File: src/rtl/nibble_serial_adder.sv
// nibble_serial_adder: adds two WIDTH-bit operands one nibble per clock.
// A single 4-bit carry-lookahead slice is reused every cycle. The slice
// carry-out is registered and fed back as the next nibble's carry-in, so
// the critical path stays one CLA slice regardless of WIDTH.

module nibble_cla4 (
  input  logic [3:0] a_i,
  input  logic [3:0] b_i,
  input  logic       c_i,
  output logic [3:0] s_o,
  output logic       c3_o,
  output logic       c4_o
);

  logic [3:0] p;
  logic [3:0] g;
  logic [4:0] c;

  // Generate/propagate lookahead: every carry is a flat sum of products of c_i.
  always_comb begin
    p    = a_i ^ b_i;
    g    = a_i & b_i;
    c[0] = c_i;
    c[1] = g[0] | (p[0] & c_i);
    c[2] = g[1] | (p[1] & g[0]) | (p[1] & p[0] & c_i);
    c[3] = g[2] | (p[2] & g[1]) | (p[2] & p[1] & g[0])
         | (p[2] & p[1] & p[0] & c_i);
    c[4] = g[3] | (p[3] & g[2]) | (p[3] & p[2] & g[1])
         | (p[3] & p[2] & p[1] & g[0]) | (p[3] & p[2] & p[1] & p[0] & c_i);
    s_o  = p ^ c[3:0];
    c3_o = c[3];
    c4_o = c[4];
  end

endmodule

// State table
//   state  | meaning
//   S_IDLE | waiting for start; result registers hold last answer
//   S_RUN  | one nibble added per cycle, LSB nibble first
//   S_DONE | single-cycle done pulse, result valid
module nibble_serial_adder #(
  parameter int WIDTH = 16
) (
  input  logic             clk,
  input  logic             rst_n,
  input  logic             start,
  input  logic [WIDTH-1:0] a,
  input  logic [WIDTH-1:0] b,
  input  logic             cin,
  output logic             busy,
  output logic             done,
  output logic [WIDTH-1:0] sum,
  output logic             cout,
  output logic             ovf
);

  localparam int N    = WIDTH / 4;
  localparam int IDXW = (N > 1) ? $clog2(N) : 1;
  localparam logic [IDXW-1:0] LAST_IDX = IDXW'(N - 1);

  if ((WIDTH < 4) || ((WIDTH % 4) != 0)) begin : g_bad_width
    $error("nibble_serial_adder: WIDTH must be a multiple of 4 and at least 4");
  end

  typedef enum logic [1:0] {
    S_IDLE = 2'd0,
    S_RUN  = 2'd1,
    S_DONE = 2'd2
  } state_t;

  state_t state_q, state_d;

  logic [WIDTH-1:0] a_q, a_d;
  logic [WIDTH-1:0] b_q, b_d;
  logic [WIDTH-1:0] sum_q, sum_d;
  logic [IDXW-1:0]  idx_q, idx_d;
  logic             carry_q, carry_d;
  logic             cout_q, cout_d;
  logic             ovf_q, ovf_d;

  logic [3:0] slice_a;
  logic [3:0] slice_b;
  logic [3:0] slice_s;
  logic       slice_c3;
  logic       slice_c4;

  // Pick the current operand nibbles out of the captured operands.
  always_comb begin
    slice_a = '0;
    slice_b = '0;
    for (int i = 0; i < N; i++) begin
      if (idx_q == IDXW'(i)) begin
        slice_a = a_q[4*i +: 4];
        slice_b = b_q[4*i +: 4];
      end
    end
  end

  nibble_cla4 u_slice (
    .a_i  (slice_a),
    .b_i  (slice_b),
    .c_i  (carry_q),
    .s_o  (slice_s),
    .c3_o (slice_c3),
    .c4_o (slice_c4)
  );

  // State register with synchronous active-low reset.
  always_ff @(posedge clk) begin
    if (!rst_n) begin
      state_q <= S_IDLE;
    end else begin
      state_q <= state_d;
    end
  end

  // Next-state logic: start only matters in IDLE; DONE always returns to IDLE.
  always_comb begin
    state_d = state_q;
    case (state_q)
      S_IDLE: if (start) state_d = S_RUN;
      S_RUN:  if (idx_q == LAST_IDX) state_d = S_DONE;
      S_DONE: state_d = S_IDLE;
      default: state_d = S_IDLE;
    endcase
  end

  // Output decode straight from the state register.
  always_comb begin
    busy = (state_q == S_RUN);
    done = (state_q == S_DONE);
  end

  // Datapath next-state: capture on accepted start, accumulate one nibble per RUN cycle.
  always_comb begin
    a_d     = a_q;
    b_d     = b_q;
    sum_d   = sum_q;
    idx_d   = idx_q;
    carry_d = carry_q;
    cout_d  = cout_q;
    ovf_d   = ovf_q;
    case (state_q)
      S_IDLE: begin
        if (start) begin
          a_d     = a;
          b_d     = b;
          carry_d = cin;
          sum_d   = '0;
          cout_d  = 1'b0;
          ovf_d   = 1'b0;
          idx_d   = '0;
        end
      end
      S_RUN: begin
        for (int i = 0; i < N; i++) begin
          if (idx_q == IDXW'(i)) begin
            sum_d[4*i +: 4] = slice_s;
          end
        end
        carry_d = slice_c4;
        idx_d   = idx_q + 1'b1;
        if (idx_q == LAST_IDX) begin
          cout_d = slice_c4;
          // Signed overflow: carry into the MSB differs from carry out of it.
          ovf_d  = slice_c3 ^ slice_c4;
        end
      end
      default: ;
    endcase
  end

  // Datapath registers; reset clears everything and aborts any operation.
  always_ff @(posedge clk) begin
    if (!rst_n) begin
      a_q     <= '0;
      b_q     <= '0;
      sum_q   <= '0;
      idx_q   <= '0;
      carry_q <= 1'b0;
      cout_q  <= 1'b0;
      ovf_q   <= 1'b0;
    end else begin
      a_q     <= a_d;
      b_q     <= b_d;
      sum_q   <= sum_d;
      idx_q   <= idx_d;
      carry_q <= carry_d;
      cout_q  <= cout_d;
      ovf_q   <= ovf_d;
    end
  end

  assign sum  = sum_q;
  assign cout = cout_q;
  assign ovf  = ovf_q;

endmodule

File: config.mk
export PLATFORM = sky130hd
export DESIGN_NAME = nibble_serial_adder
export DESIGN_NICKNAME = d
export VERILOG_FILES = /design/src/rtl/nibble_serial_adder.sv
export SDC_FILE = /design/constraint.sdc
export NUM_CORES = 1
export LEC_CHECK = 0
export BUFFER_PORTS_ARGS = -buffer_cell sky130_fd_sc_hd__buf_2
export CAP_MARGIN = 10
export CORE_ASPECT_RATIO = 1.2
export CORE_MARGIN = 5
export CORE_UTILIZATION = 45
export DETAILED_ROUTE_END_ITERATION = 7
export GPL_TIMING_DRIVEN = 1
export PLACE_DENSITY_LB_ADDON = 0.25
export SYNTH_ARGS = -nofsm -noshare
export SYNTH_HDL_FRONTEND = slang
export SYNTH_SLANG_ARGS = --single-unit
File: constraint.sdc
create_clock -name clk -period 3.7 [get_ports clk]
set_clock_uncertainty 0.05 [all_clocks]
set_input_delay 0.185 -clock clk [delete_from_list [all_inputs] [get_ports clk]]
set_output_delay 0.185 -clock clk [all_outputs]
set_load 0.01 [all_outputs]
### Yosys cells after proc, flatten, opt, wreduce, memory -nomap -nowiden

Cells that the tools add are included.

| storage, ports and cells | value |
|---|---|
| bits in registers | 55 |
| input port bits | 36 |
| output and inout bits | 20 |
| logic and storage cells | 88 |

| operators by class | value |
|---|---|
| add/subtract/negate cells | 1 |
| equal/unequal tests | 10 |
| mux-type cells | 26 |
| bitwise operators | 30 |
| reduce and logical (&&, ||, !) cells | 10 |

Operator list:

| operator | count |
|---|---|
| $mux 4 | 12 |
| $pmux 16 s2 | 1 |
| $and 1x1->1 | 16 |
| $mux 16 | 1 |
| $reduce_and 3->1 | 4 |
| $or 1x1->1 | 10 |
| $ne 2x1->1 const B | 4 |
| $pmux 2 s2 | 2 |
| $xor 4x4->4 | 2 |
| $eq 2x2->1 const B | 3 |
| $mux 2 | 3 |
| $pmux 1 s2 | 3 |
| $reduce_and 2->1 | 3 |
| $and 4x4->4 | 1 |
| $eq 2x1->1 const B | 2 |
| $logic_not 2->1 | 2 |
| $mux 1 | 4 |
| $add 2x1->2 const B | 1 |
| $ne 2x2->1 const B | 1 |
| $reduce_bool 2->1 | 1 |
| $xor 1x1->1 | 1 |

### Longest topological paths before layout

Gate-level depths: netlist of the first run.

| logic depth | value |
|---|---|
| depth after elaboration | 14 |
| mapped depth | 13 |
| gate-level depth less buffers | 11 |

### Cells and area by module

Synthesis of the first run repeated with hierarchy kept, for this count alone.

| second synthesis, totals | value |
|---|---|
| cells, all modules | 321 |
| area total of the unflattened synthesis | 2,602.5 µm² |

By module, submodules not included:

| module | instances | cells an instance | area each (µm²) | sequential area each (µm²) |
|---|---|---|---|---|
| nibble_serial_adder | 1 | 303 | 2,447.3 | 1,101.1 |
| nibble_cla4 | 1 | 18 | 155.1 | 0.0 |

### Worst setup path after synthesis of the first run

No wires, ideal clock.

| path | value |
|---|---|
| path type | register to register |
| start | register idx_q[0] |
| end | register sum_q[3] (netlist: sum[3]) |
| library setup time | 127 ps |
| data arrival time | 2,574 ps |
| data required time | 3,523 ps |
| path slack | 948 ps |
| stages on the path, launching flop included | 13 |
| buffers on the path | 2 |
| period minus slack after synthesis | 2,752 ps |
| path through | dfxtp_1 ha_1 buf_1 buf_2 nand2_1 a21oi_1 a21oi_1 o21ai_0 ha_1 a211oi_1 o21bai_2 xnor2_1 o31ai_1 |

| on the way | value |
|---|---|
| word-level cells in the longest chain between the ends | 13 |
| elaborated cells on any way between the ends | 27 |

RTL lines:

| element | line | RTL |
|---|---|---|
| start: declaration | 77 | `logic [IDXW-1:0] idx_q, idx_d;` |
| start signal: assignment | 188 | `idx_q <= idx_d;` |
| $logic_not 2->1 | 93, 158 |  |
| $mux 4 (4 in series) | 93 | `if (idx_q == IDXW'(i)) begin` |
| $xor 4x4->4 / $and 4x4->4 (equally long branches) | 21, 22 |  |
| $and 1x1->1, on equally long branches | 26, 27 |  |
| $or 1x1->1 (tied with other cells) | 26 | `c[3] = g[2] \| (p[2] & g[1]) \| (p[2] & p[1] & g[0])` |
| $or 1x1->1 / $and 1x1->1 (equally long branches) | 26, 27 |  |
| $or 1x1->1 | 27 | `\| (p[2] & p[1] & p[0] & c_i);` |
| $xor 4x4->4 | 30 | `s_o = p ^ c[3:0];` |
| $mux 4 | 158 | `if (idx_q == IDXW'(i)) begin` |
| $pmux 16 s2 | 144 | `case (state_q)` |
| end signal: assignment | 187 | `sum_q <= sum_d;` |
| end: declaration | 76 | `logic [WIDTH-1:0] sum_q, sum_d;` |

Several ways; a longest one is shown, not always the timed one. The select of a mux whose other input is x is not followed.
A chain may end at the register's enable or synchronous reset.

### Final worst setup path of the first run

| path | value |
|---|---|
| start | register idx_q[1] |
| end | register sum_q[3] (netlist: sum[3]) |

The elaborated chain is that of the path after synthesis.

==> impl_metrics.json, run 1 <==
{
  "yosysWarnings": 0,
  "fmax_mhz": 320,
  "crit_arrival_ns": 3.26,
  "drt_iter0_drc": 155,
  "worstPathCellList": "inv_1, ha_1, nand3b_1, a21oi_1, a21oi_1, o21ai_0, ha_1, a211oi_1, o21bai_2, xnor2_1, o31ai_1",
  "synth_seq_cells": 55,
  "p_leak_nw": 1.27,
  "ant_nets": 0,
  "synth.distinct_cells": 36,
  "syn_to_final_growth_pct": 15.0,
  "synthCells": 317,
  "max_stage_delay_ns": 0.40,
  "min_period_ns": 3.12,
  "die_h_um": 93.9,
  "slowest_stage": "dfxtp_1",
  "first_pass_iters": 4,
  "vias": 2242,
  "wl_met1_um": 2750,
  "setup_viol": 0,
  "wl_per_cell_um": 13.3,
  "clock_tree.buffer_depth": 2,
  "fin_cells": 441,
  "grt_pass1_wl_um": 10000,
  "initial_core_util_pct": 46.6,
  "grt_util_all_layers_pct": 16.5,
  "max-slew-margin-rel_pct": 26.0,
  "cp_max_fo": 20,
  "p_per_area_mw_per_mm2": 406,
  "hold_class": "input pin to register",
  "rsz0062_at_grt": "no",
  "cp-start-kind": "register",
  "crit_type": "register to register",
  "viasPerCell": 5.08,
  "routed_wl_um": 5850,
  "die-area_sq_mm": 0.00750,
  "post_cts_buffers": 0,
  "tightest_slew_ns": 1.11,
  "cp-end-kind": "register",
  "cts_resized": 0,
  "synth_ff_type": "dfxtp_1",
  "outcome": "finished, final reports clean",
  "clock-root-buffer": "clkbuf_8",
  "cts_buffers": 5,
  "nets": 405,
  "worstPathRequired_ns": 3.84,
  "clock_latency_ns": 0.30,
  "core_region_area_sq_mm": 0.00567,
  "routabilityCongestion": 0.826,
  "met3_length_um": 204,
  "drive_above_1_share_pct": 21.1,
  "antenna_found_initial": 0,
  "grt_max_degree": 57,
  "cts_hold_buf": 0,
  "synth_enable_flop_cells": 0,
  "die_w_um": 79.9,
  "cts.clk_slew.worst_paths_ns": 0.10,
  "drc": 0,
  "htreeDepth": 2,
  "ir_drop_mv": 0.196,
  "cts_tree": "yes",
  "top_layer_used": "met4",
  "met2WireLength_um": 2820,
  "clock_sinks": 55,
  "power.total_mw": 1.23,
  "ys_seq_area_share_pct": 41.7,
  "grt_pass1_vias": 2218,
  "fin_crit_sh_pct": 84.4,
  "io_pins": 56,
  "syn_area_per_cell_sq_um": 8.33,
  "diodes": 0,
  "port_buffers": 55,
  "final-hold-violation-count": 0,
  "cap_viol_max_count": 0,
  "final_cell_mix": "nand2_1, dfxtp_1, buf_2",
  "synth-async-reset-ratio_pct": 0,
  "final_common_cell": "nand2_1",
  "syn_nets": 362,
  "slew_viol_final": 0,
  "placedCellCount": 433,
  "std_cell_rows": 30,
  "dpl.hpwl_um": 4180,
  "grt-ovfl-total": 0,
  "setup_tns_ns": 0,
  "synth.cell_area_sq_mm": 0.00264
}
## synth_stat cells (all sizes together) (3+ instances only)
cell    instances  area [sq um]
o31ai           4          30.0
o21ai          14          70.1
a32o            4          40.0
nand3           9          45.0
a22oi           4          30.0
a21boi         37           278
a21o            5          37.5
inv             4          15.0
ha              8           100
buf            13          86.3
clkbuf          9          33.8
nand2          89           337
nand2b          3          21.3
nor2            6          22.5
nand3b          9          67.6
a21oi          19          95.1
mux2            4          45.0
nor2b           8          50.1
dfxtp          55          1100
## worst max-delay path: cells and delay by family, from the launching register on
family                   cells  cell delay, ns
AND/OR/NAND/NOR              1            0.26
flip-flops                   1            0.40
buffers and inverters        1            0.08
XOR/XNOR                     1            0.35
adder cells (fa/ha/maj)      2            0.71
AO/OA/AOI/OAI                6            1.15
## report_power, final
group	internal [mW]	leakage (nW)	switching, mW
registers	0.620	0.449	0.0203
logic	0.0772	0.755	0.105
clock network	0.219	0.0612	0.190
## cells by family (layout without fill, tap and decap cells)
logic type      after synthesis  count (layout)  share of synthesized area [%]
compound gates               92              92                           23.6
xor+xnor                      2               2                          0.664
fa+ha+maj                     9               9                           4.55
buf+inv                      26              70                           5.12
flops                        55              55                           41.7
mux                           6               6                           2.46
simple gates                127             127                           21.9
## sequential cells by signal, indices dropped and copies added, names as in the netlist
| register | count |
|---|---|
| ovf | 1 |
| sum | 16 |
| idx_q | 2 |
| state_q | 2 |
| carry_q | 1 |
| a_q | 16 |
| b_q | 16 |
| cout | 1 |
## final timing paths
path,startpoint,endpoint,slack (ns),cells past startpoint
setup reg to reg,idx_q[1],sum[3],0.58,11
hold / removal,b[14],b_q[14],0.05,3
setup / recovery,idx_q[1],sum[3],0.58,11
hold reg to reg,b_q[11],b_q[11],0.41,2
## final cells by class
cell class	count	area [sq um]
well taps	80	100
clock buffers	6	82.6
clock inverters	2	35.0
flip-flops and latches	55	1100
fillers	540	2630
inverters	4	15.0
repair buffers	58	298
multi-input cells	236	1400
## stage by stage
step           util (%)  setup slack (ns)  cell area, sq um  hold slack, ns
4_1_cts            53.6             0.571              3040          0.0479
3_5_place_dp       51.5             0.605              2920           0.382
5_1_grt            53.6             0.184              3040          0.0456
2_1_floorplan         -             0.948              2640           0.270
6_report           53.6             0.576              3040          0.0523
3_3_place_gp       51.5             0.680              2920           0.376
## layer usage
| metal | up-vias | GRT usage, % |
|---|---|---|
| met5 | - | 0 |
| met4 | 0 | 4.93 |
| met3 | 10 | 3.17 |
| met2 | 36 | 26.9 |
| met1 | 1029 | 21.9 |
| li1 | 1167 | - |
(Power assumes the default switching activity.)
==> run 2: changes to the inputs <==
==> constraint.sdc (replaced) <==
create_clock -name clk -period 2.9 [get_ports clk]
set_clock_uncertainty 0.05 [all_clocks]
set_input_delay 0.145 -clock clk [delete_from_list [all_inputs] [get_ports clk]]
set_output_delay 0.145 -clock clk [all_outputs]
set_load 0.01 [all_outputs]
==> run 2 against run 1 <==
Utilization grew 0.73 points. Total power grew 20%. Non-clock buffer count grew 7. Largest power group unchanged. Final cell count grew 1.6%. Critical path type unchanged.
==> impl_metrics.json, run 2 (synthesis results as in run 1) <==
{
  "outcome": "finished, final reports clean",
  "crit_type": "register to register",
  "dpl_cell_area_sq_mm": 0.00297,
  "final_common_cell": "nand2_1",
  "critPathBufInv": 2,
  "core_region_area_sq_mm": 0.00567,
  "clock_tree.buffer_depth": 2,
  "setup_viol": 0,
  "viasPerCell": 5.01,
  "die_w_um": 79.9,
  "syn_to_final_growth_pct": 16.5,
  "die-area_sq_mm": 0.00750,
  "setup_tns_ns": 0,
  "cap_viol_max_count": 0,
  "initial_core_util_pct": 46.6,
  "first_pass_iters": 4,
  "fin_crit_sh_pct": 90.6,
  "drc": 0,
  "max-slew-margin-rel_pct": 66.2,
  "std_cell_rows": 30,
  "p_leak_nw": 1.28,
  "fmax_mhz": 381,
  "whs_path_depth": 3,
  "rsz0062_at_grt": "no",
  "clock-root-buffer": "clkbuf_8",
  "max_stage_delay_ns": 0.41,
  "cts_tree": "yes",
  "die_h_um": 93.9,
  "routed_wl_um": 5850,
  "min_period_ns": 2.63,
  "final_cell_area_sq_mm": 0.00308,
  "grt_max_degree": 38,
  "cts.clk_slew.worst_paths_ns": 0.10,
  "post_cts_buffers": 0,
  "grt_util_all_layers_pct": 16.8,
  "diodes": 0,
  "wl_per_cell_um": 13.1,
  "cp_top_family": "compound AO/OA/AOI/OAI gates",
  "dpl.hpwl_um": 4280,
  "vias": 2244,
  "reg2reg_depth": 11,
  "htreeDepth": 2,
  "cts_hold_buf": 0,
  "slew_viol_final": 0,
  "ir_drop_mv": 0.337,
  "power.total_mw": 1.48,
  "worstPathRequired_ns": 3.08,
  "cp-end-kind": "register",
  "cp-start-kind": "register",
  "tightest_slew_ns": 0.506,
  "grt_pass1_wl_um": 10000,
  "worstPathCellList": "inv_1, ha_1, buf_4, a21oi_1, a21oi_1, o21ai_0, ha_1, o21ai_1, o21bai_2, xnor2_2, o31ai_1",
  "slowest_stage": "ha_1",
  "hold_class": "input pin to register",
  "final_cell_mix": "nand2_1, dfxtp_1, buf_2",
  "cp_max_fo": 12,
  "drt_iter0_drc": 73,
  "drive_above_1_share_pct": 23.6,
  "clock_sinks": 55,
  "cts_buffers": 5,
  "crit_arrival_ns": 2.80,
  "antenna_found_initial": 0,
  "nets": 412,
  "ant_nets": 0,
  "routabilityCongestion": 0.852,
  "path_depth": 11,
  "port_buffers": 55,
  "p_per_area_mw_per_mm2": 480,
  "grt_pass1_vias": 2189,
  "final-hold-violation-count": 0,
  "io_pins": 56,
  "nFillCells": 577,
  "grt-ovfl-total": 0,
  "clock_latency_ns": 0.30
}
==> run 2: cell types whose count changed in the layout (fill, tap and decap cells not counted), sizes merged <==
| cell | delta |
|---|---|
| buf | +7 |
| bufinv | -1 |
| clkinvlp | +1 |
==> run 2: repair_timing <==
item | 4_1_cts | 5_1_grt
endpoints found under the setup margin | 4 | 17
hold endpoints to repair | 0 | 0
resized for setup | 2 | 6
==> run 2: routing by layer <==
metal / up-vias / routed length [um] / GRT usage, %
li1: 1173 / - / -
met1: 1024 / 2670 / 21.1
met2: 40 / 2830 / 27.7
met3: 7 / 227 / 3.36
met4: 0 / 122 / 6.90
met5: - / 0 / 0
==> run 2: area by class of cell <==
type | count | area [sq um] | share of cell area [%]
Multi-Input combinational cell | 236 | 1430 | 46.3
Sequential cell | 55 | 1100 | 35.8
Timing Repair Buffer | 65 | 350 | 11.4
Tap cell | 80 | 100 | 3.25
Clock buffer | 6 | 72.6 | 2.36
Inverter | 4 | 15.0 | 0.488
Clock inverter | 2 | 12.5 | 0.407
==> run 2: worst paths after layout <==
path / from / endpoint / slack, ns
max reg2reg: idx_q[0] / sum[3] / 0.27
max: idx_q[0] / sum[3] / 0.27
min reg2reg: a_q[7] / a_q[7] / 0.41
min: b[6] / b_q[6] / 0.02
==> run 2: report_power, final <==
group / leakage, nW / switching (mW) / internal, mW
logic: 0.795 / 0.137 / 0.108
registers: 0.449 / 0.0257 / 0.791
clock network: 0.0412 / 0.245 / 0.169
total: 1.28 / 0.408 / 1.07
==> run 2: tightest hold or removal path, delay by kind of cell <==
kind	cells	cell delay (ns)
buf+inv	1	0.09
compound gates	1	0.05
simple gates	1	0.04
==> run 2: metrics by stage <==
step                util [%]  hold WS (ns)  std cells  setup WS (ns)
finish                  54.3        0.0161        448          0.272
detailed placement      52.4         0.342        440        -0.0276
floorplan                  -         0.230        317          0.148
CTS                     54.0       0.00363        448         0.0454
global route            54.3       0.00819        448         0.0108
global placement        52.4         0.336        440         0.0660
==> run 3: changes to the inputs <==
--- a/config.mk
+++ b/config.mk
@@ -12,6 +12,7 @@
 export CORE_UTILIZATION = 45
 export DETAILED_ROUTE_END_ITERATION = 7
 export GPL_TIMING_DRIVEN = 1
+export HOLD_SLACK_MARGIN = 0.06
 export PLACE_DENSITY_LB_ADDON = 0.25
 export SYNTH_ARGS = -nofsm -noshare
 export SYNTH_HDL_FRONTEND = slang
==> run 3 against run 2 <==
Hold slack better by 0.24 ns. First-iteration DRC count up 15%. Utilization up 5.6 points. Sequential cell count unchanged. Clock power about the same. Count of clock-buffer cells in the layout unchanged. Critical endpoint unchanged.
==> impl_metrics.json, run 3 (synthesis results as in run 1) <==
{
  "final-hold-violation-count": 0,
  "std_cell_rows": 30,
  "slew_viol_final": 0,
  "nets": 444,
  "met3_length_um": 256,
  "slowest_stage": "ha_1",
  "fin_cells": 480,
  "combPwrFrac_pct": 18.4,
  "pre_cts_slack_ns": -0.0276,
  "cp_max_fo": 12,
  "crit_type": "register to register",
  "ir_drop_mv": 0.348,
  "drt_iter0_drc": 84,
  "clock_tree.buffer_depth": 2,
  "core_region_area_sq_mm": 0.00567,
  "final_common_cell": "nand2_1",
  "sw_frac_of_total_pct": 27.4,
  "grt_max_degree": 38,
  "outcome": "finished, final reports clean",
  "power_frac_seq_pct": 54.1,
  "post_cts_buffers": 0,
  "cts_tree": "yes",
  "min_period_ns": 2.62,
  "antenna_found_initial": 0,
  "dpl.hpwl_um": 4280,
  "tightest_slew_ns": 0.510,
  "die_h_um": 93.9,
  "worstPathCellList": "inv_1, ha_1, buf_4, a21oi_1, a21oi_1, o21ai_0, ha_1, o21ai_1, o21bai_2, xnor2_2, o31ai_1",
  "rsz0062_at_grt": "no",
  "rr_startpoint": "idx_q[0]",
  "reg2reg_depth": 11,
  "holdWs_ns": 0.260,
  "first_pass_iters": 4,
  "regToRegEndpoint": "sum[3]",
  "diodes": 0,
  "drive_above_1_share_pct": 21.5,
  "die_w_um": 79.9,
  "p_int_mw": 1.10,
  "grt_util_all_layers_pct": 18.1,
  "grt-ovfl-total": 0,
  "routabilityCongestion": 0.852,
  "fmax_mhz": 382,
  "grt_pass1_wl_um": 10800,
  "viasPerCell": 4.98,
  "clock-root-buffer": "clkbuf_8",
  "wl_per_cell_um": 12.9,
  "setup_tns_ns": 0,
  "power.total_mw": 1.51,
  "ant_nets": 0,
  "wl_met1_um": 2680,
  "grt_pass1_vias": 2362,
  "switching_power_mw": 0.413,
  "cts_buffers": 5,
  "setup_ws_ns": 0.280,
  "syn_to_final_growth_pct": 28.6,
  "clock_latency_ns": 0.31,
  "vias": 2392,
  "startpoint": "idx_q[0]",
  "routed_wl_um": 6200,
  "placedCellCount": 440,
  "clkPwrFrac_pct": 27.4,
  "drc": 0,
  "crit_arrival_ns": 2.80,
  "critPathBufInv": 2,
  "p_per_area_mw_per_mm2": 445,
  "cap_viol_max_count": 0,
  "path_depth": 11,
  "cp-start-kind": "register",
  "final_cell_mix": "nand2_1, dfxtp_1, buf_2",
  "rrSetupSlack_ns": 0.28,
  "io_pins": 56,
  "cp-end-kind": "register",
  "cts.clk_slew.worst_paths_ns": 0.10,
  "cp_top_family": "compound AO/OA/AOI/OAI gates",
  "fin_crit_sh_pct": 90.3,
  "port_buffers": 55,
  "clock_sinks": 55,
  "initial_core_util_pct": 46.6,
  "max_stage_delay_ns": 0.41,
  "hold_class": "input pin to register",
  "top_layer_used": "met4",
  "worstPathRequired_ns": 3.08,
  "p_leak_nw": 1.42,
  "setup_viol": 0,
  "met2WireLength_um": 3100,
  "max-slew-margin-rel_pct": 65.9,
  "die-area_sq_mm": 0.00750,
  "htreeDepth": 2,
  "endpoint": "sum[3]",
  "nFillCells": 539
}
## run 3: cell types whose count changed in the layout (fill, tap and decap cells not counted), sizes merged
cell and delta:
dlygate4sd3 +32
## run 3: worst min-delay path by stage
stage / from / endpoint / slack, ns / cells past startpoint
floorplan: a[0] / a_q[0] / 0.23 / 2
global placement: b[2] / b_q[2] / 0.34 / 3
detailed placement: a[3] / a_q[3] / 0.34 / 3
CTS: rst_n / b_q[0] / 0.25 / 2
global route: rst_n / sum[1] / 0.27 / 2
finish: rst_n / sum[1] / 0.26 / 2
## run 3: metrics by stage
step                      util (%)  instance area (sq um)
after floorplan                  -                   2640
after global placement        52.4                   2970
after detailed placement      52.4                   2970
after CTS                     59.7                   3380
after global routing          59.9                   3390
final                         59.9                   3390
## run 3: timing repair
item,CTS,global route
pin swaps,0,0
setup endpoints to repair,4,17
hold buffers,32,0
endpoints found under the hold margin,32,0
gates resized for setup,2,5
## run 3: power by group through the flow
stage / clock, mW / combinational (mW) / sequential, mW
3_3_place_gp: 0 / 0.238 / 0.833
4_1_cts: 0.429 / 0.278 / 0.817
6_report: 0.414 / 0.278 / 0.817
2_1_floorplan: 0 / 0.174 / 0.828
3_5_place_dp: 0 / 0.242 / 0.835
5_1_grt: 0.455 / 0.315 / 0.823
## run 3: cell type report
cell class	instances	area, sq um	share of cell area [%]
repair buffers	97	671	19.8
flip-flops and latches	55	1100	32.4
well taps	80	100	2.95
clock buffers	6	72.6	2.14
clock inverters	2	12.5	0.369
multi-input cells	236	1420	41.9
inverters	4	15.0	0.442
## run 3: layer usage
metal	global-route usage [%]	vias up
met3	3.17	12
met2	30.9	46
met4	7.89	0
li1	-	1238
met5	0	-
met1	22.1	1096
